[config.mk]
export PLATFORM = sky130hd
export DESIGN_NAME = nibble_serial_adder_flat
export DESIGN_NICKNAME = d
export VERILOG_FILES = /design/src/rtl/nibble_serial_adder_if.sv /design/src/rtl/nibble_serial_adder.sv /design/src/flat_wrapper.sv
export SDC_FILE = /design/constraint.sdc
export NUM_CORES = 1
export LEC_CHECK = 0
export ABC_AREA = 1
export CAP_MARGIN = 20
export CORE_MARGIN = 2
export CORE_UTILIZATION = 40
export DETAILED_ROUTE_END_ITERATION = 8
export HOLD_SLACK_MARGIN = 0.15
export PLACE_DENSITY = 0.71
export SLEW_MARGIN = 20
export SYNTH_ARGS = -nofsm -noshare
export SYNTH_HDL_FRONTEND = slang
export SYNTH_SLANG_ARGS = --single-unit
[constraint.sdc]
create_clock -name clk -period 3.4 [get_ports clk]
set_input_delay 0.51 -clock clk [delete_from_list [all_inputs] [get_ports clk]]
set_output_delay 0.51 -clock clk [all_outputs]
set_load 0.01 [all_outputs]
[src/rtl/nibble_serial_adder_if.sv]
// Operand/result bus for nibble_serial_adder.
// Both channels use valid/ready: a transfer happens on a rising clk edge where
// valid and ready are both high; the source holds its payload while valid is high and ready is low.
interface nibble_serial_adder_if #(
    parameter int WIDTH = 16
);
    logic             in_valid;
    logic             in_ready;
    logic [WIDTH-1:0] A;
    logic [WIDTH-1:0] B;
    logic             Cin;
    logic             out_valid;
    logic             out_ready;
    logic [WIDTH-1:0] Sum;
    logic             Cout;
    logic             Ovf;

    modport master (
        output in_valid, A, B, Cin, out_ready,
        input  in_ready, out_valid, Sum, Cout, Ovf
    );

    modport slave (
        input  in_valid, A, B, Cin, out_ready,
        output in_ready, out_valid, Sum, Cout, Ovf
    );
endinterface

[src/rtl/nibble_serial_adder.sv]
// Multi-cycle WIDTH-bit adder: one 4-bit add step per clock, LSB nibble first,
// with the carry chained through a register between steps.
module nibble_serial_adder #(
    parameter int WIDTH  = 16,
    parameter int NIBBLE = 4
) (
    input  logic                 clk,
    input  logic                 rst,
    nibble_serial_adder_if.slave bus,
    output logic [1:0]           dbg_state
);

    localparam int N  = WIDTH / NIBBLE;
    localparam int CW = (N > 1) ? $clog2(N) : 1;

    typedef logic [CW-1:0] step_t;
    localparam step_t LAST_STEP = step_t'(N - 1);

    typedef enum logic [1:0] {
        S_IDLE = 2'd0,
        S_ADD  = 2'd1,
        S_DONE = 2'd2
    } state_t;

    generate
        if (NIBBLE != 4 || WIDTH < NIBBLE || (WIDTH % NIBBLE) != 0) begin : g_bad_params
            $error("nibble_serial_adder: WIDTH must be a positive multiple of NIBBLE, and NIBBLE must be 4");
        end
    endgenerate

    state_t             state_q, state_d;
    logic [WIDTH-1:0]   op_a_q, op_a_d;
    logic [WIDTH-1:0]   op_b_q, op_b_d;
    logic               carry_q, carry_d;
    step_t              step_q, step_d;
    logic [WIDTH-1:0]   psum_q, psum_d;
    logic [WIDTH-1:0]   sum_q, sum_d;
    logic               cout_q, cout_d;
    logic               ovf_q, ovf_d;

    logic [NIBBLE-1:0]  nib_a;
    logic [NIBBLE-1:0]  nib_b;
    logic [NIBBLE:0]    nib_sum;
    logic [WIDTH-1:0]   psum_step;

    // The single 4-bit add step, applied to whichever nibble the counter selects.
    always_comb begin
        nib_a     = op_a_q[int'(step_q)*NIBBLE +: NIBBLE];
        nib_b     = op_b_q[int'(step_q)*NIBBLE +: NIBBLE];
        nib_sum   = {1'b0, nib_a} + {1'b0, nib_b} + {{NIBBLE{1'b0}}, carry_q};
        psum_step = psum_q;
        psum_step[int'(step_q)*NIBBLE +: NIBBLE] = nib_sum[NIBBLE-1:0];
    end

    always_ff @(posedge clk or posedge rst) begin
        if (rst) begin
            state_q <= S_IDLE;
            op_a_q  <= '0;
            op_b_q  <= '0;
            carry_q <= 1'b0;
            step_q  <= '0;
            psum_q  <= '0;
            sum_q   <= '0;
            cout_q  <= 1'b0;
            ovf_q   <= 1'b0;
        end else begin
            state_q <= state_d;
            op_a_q  <= op_a_d;
            op_b_q  <= op_b_d;
            carry_q <= carry_d;
            step_q  <= step_d;
            psum_q  <= psum_d;
            sum_q   <= sum_d;
            cout_q  <= cout_d;
            ovf_q   <= ovf_d;
        end
    end

    always_comb begin
        state_d = state_q;
        unique case (state_q)
            S_IDLE:  if (bus.in_valid)         state_d = S_ADD;
            S_ADD:   if (step_q == LAST_STEP)  state_d = S_DONE;
            S_DONE:  if (bus.out_ready)        state_d = S_IDLE;
            default:                           state_d = S_IDLE;
        endcase
    end

    always_comb begin
        op_a_d  = op_a_q;
        op_b_d  = op_b_q;
        carry_d = carry_q;
        step_d  = step_q;
        psum_d  = psum_q;
        sum_d   = sum_q;
        cout_d  = cout_q;
        ovf_d   = ovf_q;
        if (state_q == S_IDLE && bus.in_valid) begin
            op_a_d  = bus.A;
            op_b_d  = bus.B;
            carry_d = bus.Cin;
            step_d  = '0;
            psum_d  = '0;
        end else if (state_q == S_ADD) begin
            psum_d  = psum_step;
            carry_d = nib_sum[NIBBLE];
            // The counter parks on the last step instead of wrapping.
            if (step_q == LAST_STEP) begin
                sum_d  = psum_step;
                cout_d = nib_sum[NIBBLE];
                ovf_d  = (op_a_q[WIDTH-1] == op_b_q[WIDTH-1]) &&
                         (psum_step[WIDTH-1] != op_a_q[WIDTH-1]);
            end else begin
                step_d = step_q + step_t'(1);
            end
        end
    end

    always_comb begin
        bus.in_ready  = (state_q == S_IDLE) && !rst;
        bus.out_valid = (state_q == S_DONE);
        bus.Sum       = sum_q;
        bus.Cout      = cout_q;
        bus.Ovf       = ovf_q;
        dbg_state     = state_q;
    end

endmodule

[src/flat_wrapper.sv]
// flat-port wrapper written by rule: the top's interface ports become plain ports
module nibble_serial_adder_flat 
#(
    parameter int WIDTH  = 16,
    parameter int NIBBLE = 4
)
  (clk, rst, dbg_state, bus_in_valid, bus_A, bus_B, bus_Cin, bus_out_ready, bus_in_ready, bus_out_valid, bus_Sum, bus_Cout, bus_Ovf);
  nibble_serial_adder_if #(.WIDTH(WIDTH)) bus_i ();
  input  logic clk;
  input  logic rst;
  output logic [1:0] dbg_state;
  input wire logic [$bits(bus_i.in_valid)-1:0] bus_in_valid;
  input wire logic [$bits(bus_i.A)-1:0] bus_A;
  input wire logic [$bits(bus_i.B)-1:0] bus_B;
  input wire logic [$bits(bus_i.Cin)-1:0] bus_Cin;
  input wire logic [$bits(bus_i.out_ready)-1:0] bus_out_ready;
  output wire logic [$bits(bus_i.in_ready)-1:0] bus_in_ready;
  output wire logic [$bits(bus_i.out_valid)-1:0] bus_out_valid;
  output wire logic [$bits(bus_i.Sum)-1:0] bus_Sum;
  output wire logic [$bits(bus_i.Cout)-1:0] bus_Cout;
  output wire logic [$bits(bus_i.Ovf)-1:0] bus_Ovf;
  assign bus_i.in_valid = bus_in_valid;
  assign bus_i.A = bus_A;
  assign bus_i.B = bus_B;
  assign bus_i.Cin = bus_Cin;
  assign bus_i.out_ready = bus_out_ready;
  assign bus_in_ready = bus_i.in_ready;
  assign bus_out_valid = bus_i.out_valid;
  assign bus_Sum = bus_i.Sum;
  assign bus_Cout = bus_i.Cout;
  assign bus_Ovf = bus_i.Ovf;
  nibble_serial_adder #(.WIDTH(WIDTH), .NIBBLE(NIBBLE)) u_core (.clk(clk), .rst(rst), .bus(bus_i), .dbg_state(dbg_state));
endmodule
# After elaboration in Yosys (flattened, before gate mapping)
# Index checks and enable logic that the tools add are counted.
# W data, S select, Z words.
op_classes:
  add_sub_neg: 4
  n_mul: 0
  n_div: 0
  n_lt_le_gt_ge: 0
  n_eq_ne: 9
  n_shift: 4
  n_mux: 12
  bitwise_logic: 1
  n_reduce_logical: 9
ops:
  columns: ["cell", "n"]
  rows:
  - ["$neg A4 Y33", 1]
  - ["$shift A4 B33 Y16 const A", 1]
  - ["$shiftx A4 B33 Y16", 1]
  - ["$mux W16", 2]
  - ["$shiftx A16 B5 Y4", 2]
  - ["$bwmux W16", 1]
  - ["$mux W2", 6]
  - ["$ne A2 B2 Y1 const B", 3]
  - ["$pmux W2 S3", 1]
  - ["$reduce_and A3 Y1", 2]
  - ["$add A4 B4 Y5", 1]
  - ["$add A5 B1 Y5", 1]
  - ["$eq A2 B2 Y1 const B", 2]
  - ["$logic_and A1 B1 Y1", 3]
  - ["$add A2 B1 Y2 const B", 1]
  - ["$eq A2 B1 Y1 const B", 1]
  - ["$logic_not A2 Y1", 1]
  - ["$mux W1", 2]
  - ["$ne A2 B1 Y1 const B", 1]
  - ["$reduce_and A2 Y1", 1]
  - ["$reduce_bool A2 Y1", 1]
  - ["$eq A1 B1 Y1", 1]
  - ["$logic_not A1 Y1", 1]
  - ["$ne A1 B1 Y1", 1]
  - ["$not A1 Y1", 1]
word_totals:
  regBits: 71
  latch_bits: 0
  ramBits: 0
  mem_bits_ro: 0
  in_bits: 37
  output_inout_bits: 22
  elab_cells: 48
  n_memories: 0

# Depth between registers and ports, before layout
logic_depth:
  ltp_word: 7
  mapped_depth: 16
  depth_no_buf: 15

# Worst setup path after synthesis
# OpenSTA, ideal clock, no wires.
synth_path:
  path_type: "register -> register"
  start: "reg u_core.step_q[0]"
  end: "reg u_core.psum_q[14]"
  setup_ns: 0.126
  arrival_ns: 2.483
  required_time_ns: 3.274
  setup_slack_ns: 0.791
  path_stages_with_launch: 16
  path_buffers: 2
  period_less_slack_ns: 2.609
  path_cell_list: "dfrtp_1 -> inv_1 -> buf_2 -> buf_2 -> nor2_1 -> o22ai_1 -> fa_1 -> inv_1 -> fa_1 -> or2_2 -> nand3_1 -> nor2_1 -> nand2_1 -> o21ai_0 -> nand2_1 -> o21ai_0"
synth_via:
  elab_chain_cells: 7
  elab_cells_between_ends: 10
  cone_classes: "add/sub (3); shift (4); mux (3)"
synth_rtl:
  columns: ["element", "line", "text"]
  rows:
  - ["start: declaration", "nibble_serial_adder.sv:35", "step_t step_q, step_d;"]
  - ["start signal: assignment", "nibble_serial_adder.sv:71", "step_q <= step_d;"]
  - ["$shiftx A16 B5 Y4, on equally long branches", "nibble_serial_adder.sv:48, nibble_serial_adder.sv:49", null]
  - ["$add A4 B4 Y5", "nibble_serial_adder.sv:50", "nib_sum = {1'b0, nib_a} + {1'b0, nib_b} + {{NIBBLE{1'b0}}, carry_q};"]
  - ["$add A5 B1 Y5", "nibble_serial_adder.sv:50", null]
  - ["$shiftx A4 B33 Y16", "nibble_serial_adder.sv:52", "psum_step[int'(step_q)*NIBBLE +: NIBBLE] = nib_sum[NIBBLE-1:0];"]
  - ["$bwmux W16 *", "nibble_serial_adder.sv:52", null]
  - ["$mux W16 *", "nibble_serial_adder.sv:104", "end else if (state_q == S_ADD) begin"]
  - ["$mux W16 *", "nibble_serial_adder.sv:98", "if (state_q == S_IDLE && bus.in_valid) begin"]
  - ["end signal: assignment", "nibble_serial_adder.sv:72", "psum_q <= psum_d;"]
  - ["end: declaration", "nibble_serial_adder.sv:36", "logic [WIDTH-1:0] psum_q, psum_d;"]
# Every way passes the cells marked *; elsewhere a longest branch is shown, timed or not. The select of a mux whose other input is x is not followed.
# A chain may end at the register's enable or synchronous reset.

# Worst setup path after layout
layout_path:
  start: "reg u_core.step_q[1]"
  end: "reg u_core.psum_q[14]"
# Same word-level chain as after synthesis.

==> flow_summary.toml <==
[drt]
wl_per_cell_microns = 13.1
first_pass_iters = 4
drtIter0Drc = 168
dr_wl_met2_mm = 3.71
routed.top_layer = "met4"
wl_met3_microns = 365
totalWireLength_mm = 7.82
met1Wirelength_mm = 3.54
drtAntennaViolNets = 0
vias_per_cell = 4.98
vias = 2969
drcViolationCount = 0

[synthesis]
synth_ff_type = "dfrtp_1"
synth_cell_types = 26
synth_area_sq_um = 3460
yosysWarnings = 0
yosysTopAreaCellShare_pct = 51.4
synthTopCellsByCount = "nand2_1, dfrtp_1, inv_1"
synth_area_per_cell_sq_um = 8.04
ys_seq_area_share_pct = 51.4
synth_nets = 478
syn_inst = 430
synth_edf_count = 0
yosys.cell_count.top_type = "nand2_1"
ys_async_sr_fraction_pct = 100
synthTopCellsByArea = "dfrtp_1, nand2_1, inv_1"
yosys.area.top_type = "dfrtp_1"
ys_ff_latch = 71

[pwr]
ir_drop_mv = 0.384
p_leak_nw = 2.12
power.density_nw_per_um2 = 986

[critical_path]
cp.arrival_ps = 3040
path_cells = "inv_1 -> o21ai_0 -> o22ai_1 -> fa_1 -> inv_1 -> fa_1 -> or2_2 -> nand3_1 -> nor2_1 -> nand2_1 -> o21ai_0 -> nand2_1 -> o21ai_0"
critPathSlowestCell = "dfrtp_1"
crit_top_cell = "o21ai_0"
worstSetupPathType = "reg2reg"
r2r_cells = 13
critPathMaxStageDelay_ps = 480
crit_fanout = 14
worstSetupStartpoint = "u_core.step_q[1]$_DFFE_PP0P_"
required_ps = 3630
reg2reg_from = "u_core.step_q[1]$_DFFE_PP0P_"
end_kind = "flip-flop"
start_kind = "flip-flop"

[hold_path]
hold_path.class = "reg2reg"
whs_path_depth = 2
hold_path_startpoint = "u_core.bus.Sum[4]$_DFFE_PP0P_"

[floorplan]
fp.dieW_microns = 97.0
row_count = 33
start_util_pct = 41.7
ioPinCount = 59
core_sq_um = 8300
dieArea_sq_um = 9410
die-height_microns = 97.0

[sta]
fmax_ghz = 0.357
timing.final.crit_share_pct = 82.4
tightest_slew_ps = 572
fin_crit_ps = 2800
holdWs_ps = 480
finalSetupTns_ps = 0
finalHoldViolCount = 0
rsz0062_at_grt = "no"
slew_headroom_pct = 61.8
slew_violations = 0
finClkSkew_ps = 10.4
layout_setup_ws_ps = 597
setup_viol = 0

[place]
hpwl_mm = 5.44
io_buffers = 58
dpl_worst_slack_ps = 626
gp_congestion = 0.895

[global_route]
grt_max_degree = 72
grt_pass1_wl_mm = 13.2
overflow = 0
grt_usage_pct = 17.3
antenna_found_initial = 0
grt_pass1_vias = 2864

[clocking]
cts_setup_buffers = 0
path_clk_slew_ps = 70
htreeDepth = 3
cts.repair.resized = 0
cts_sinks = 71
cts_root_buf = "clkbuf_8"
numCtsBuffers = 9
cts.hold.buffers_added = 0
clk_path_buf_depth = 2
clk_latency_ps = 350
cts_tree = "built"

[finish]
ff_latch_area_sq_um = 1780
drive_above_1_share_pct = 5.91
n_fill_cell = 796
antenna_cells = 0
finalNetCount = 534
multiInputGateArea_sq_um = 1400
syn_to_final_growth_pct = 24.3
final_util_pct = 51.8

[run]
cap_violations = 0

[run_status]
status = "finished, final reports clean"
-- final cells by class --
| class | instances | share of cell area, % |
|---|---|---|
| Clock buffer | 13 | 3.46 |
| Clock inverter | 3 | 0.989 |
| Inverter | 48 | 4.31 |
| Multi-Input combinational cell | 295 | 32.6 |
| Sequential cell | 71 | 41.3 |
| Tap cell | 105 | 3.05 |
| Timing Repair Buffer | 61 | 14.3 |
-- registers in the layout, summed over array words and instances, names as in the netlist --
name / cells
u_core.psum_q: 16
u_core.bus.Cout: 1
u_core.op_b_q: 16
u_core.op_a_q: 16
u_core.bus.Sum: 16
u_core.bus.Ovf: 1
u_core.step_q: 2
u_core.dbg_state: 2
u_core.carry_q: 1
-- critical path, delay by kind of cell (launching register included) --
family	cells	cell delay [ps]
AO/OA/AOI/OAI	4	550
adder cells (fa/ha/maj)	2	630
buffers and inverters	2	400
flip-flops	1	480
AND/OR/NAND/NOR	5	620
-- power by group --
part	leakage [nW]	internal, mW	switching, mW
Clock	0.0936	0.359	0.306
Sequential	0.928	1.20	0.219
Combinational	1.10	0.819	1.34
Total	2.12	2.38	1.86
-- routing by layer --
layer / vias up / global-route usage (%)
li1: 1463 / -
met1: 1386 / 22.2
met2: 101 / 27.7
met3: 19 / 3.47
met4: 0 / 9.10
met5: - / 0
-- layout by cell type, fill, tap and decap left out, types with 3 or more instances in the layout --
| cell | instances |
|---|---|
| a21oi_1 | 5 |
| clkbuf_1 | 3 |
| clkbuf_8 | 10 |
| clkdlybuf4s50_1 | 58 |
| dfrtp_1 | 71 |
| ha_1 | 9 |
| inv_1 | 42 |
| inv_2 | 4 |
| nand2_1 | 178 |
| nand3_1 | 7 |
| nand4_1 | 3 |
| nor2_1 | 24 |
| o21ai_0 | 25 |
| o21ai_1 | 10 |
| o22ai_1 | 20 |
-- logic make-up (layout without fill, tap and decap cells) --
logic type               Yosys count  count (layout)  share of synthesized area (%)
adder cells (fa/ha/maj)           11              11                           4.41
flip-flops                        71              71                           51.4
AND/OR/NAND/NOR                  220             220                           25.7
buffers and inverters             64             125                           8.14
AO/OA/AOI/OAI                     64              64                           10.4
-- path summary, 6_finish.rpt --
kind	to	slack (ps)
worst min-delay path	u_core.bus.Sum[4]$_DFFE_PP0P_	480
worst min register to register	u_core.bus.Sum[4]$_DFFE_PP0P_	480
worst max-delay path	u_core.psum_q[14]$_DFFE_PP0P_	600
worst max register to register	u_core.psum_q[14]$_DFFE_PP0P_	600
max in group asynchronous	u_core.psum_q[8]$_DFFE_PP0P_	2510
min in group asynchronous	u_core.dbg_state[1]$_DFFE_PP0P_	610
-- metrics by stage --
step                instance area [sq um]  power [mW]  instances
global placement                     4110        3.51        580
CTS                                  4300        4.25        596
floorplan                            3460        2.94        430
finish                               4300        4.24        596
detailed placement                   4110        3.57        580
global route                         4300        4.61        596
No activity file was read; power rests on OpenSTA's default activity.
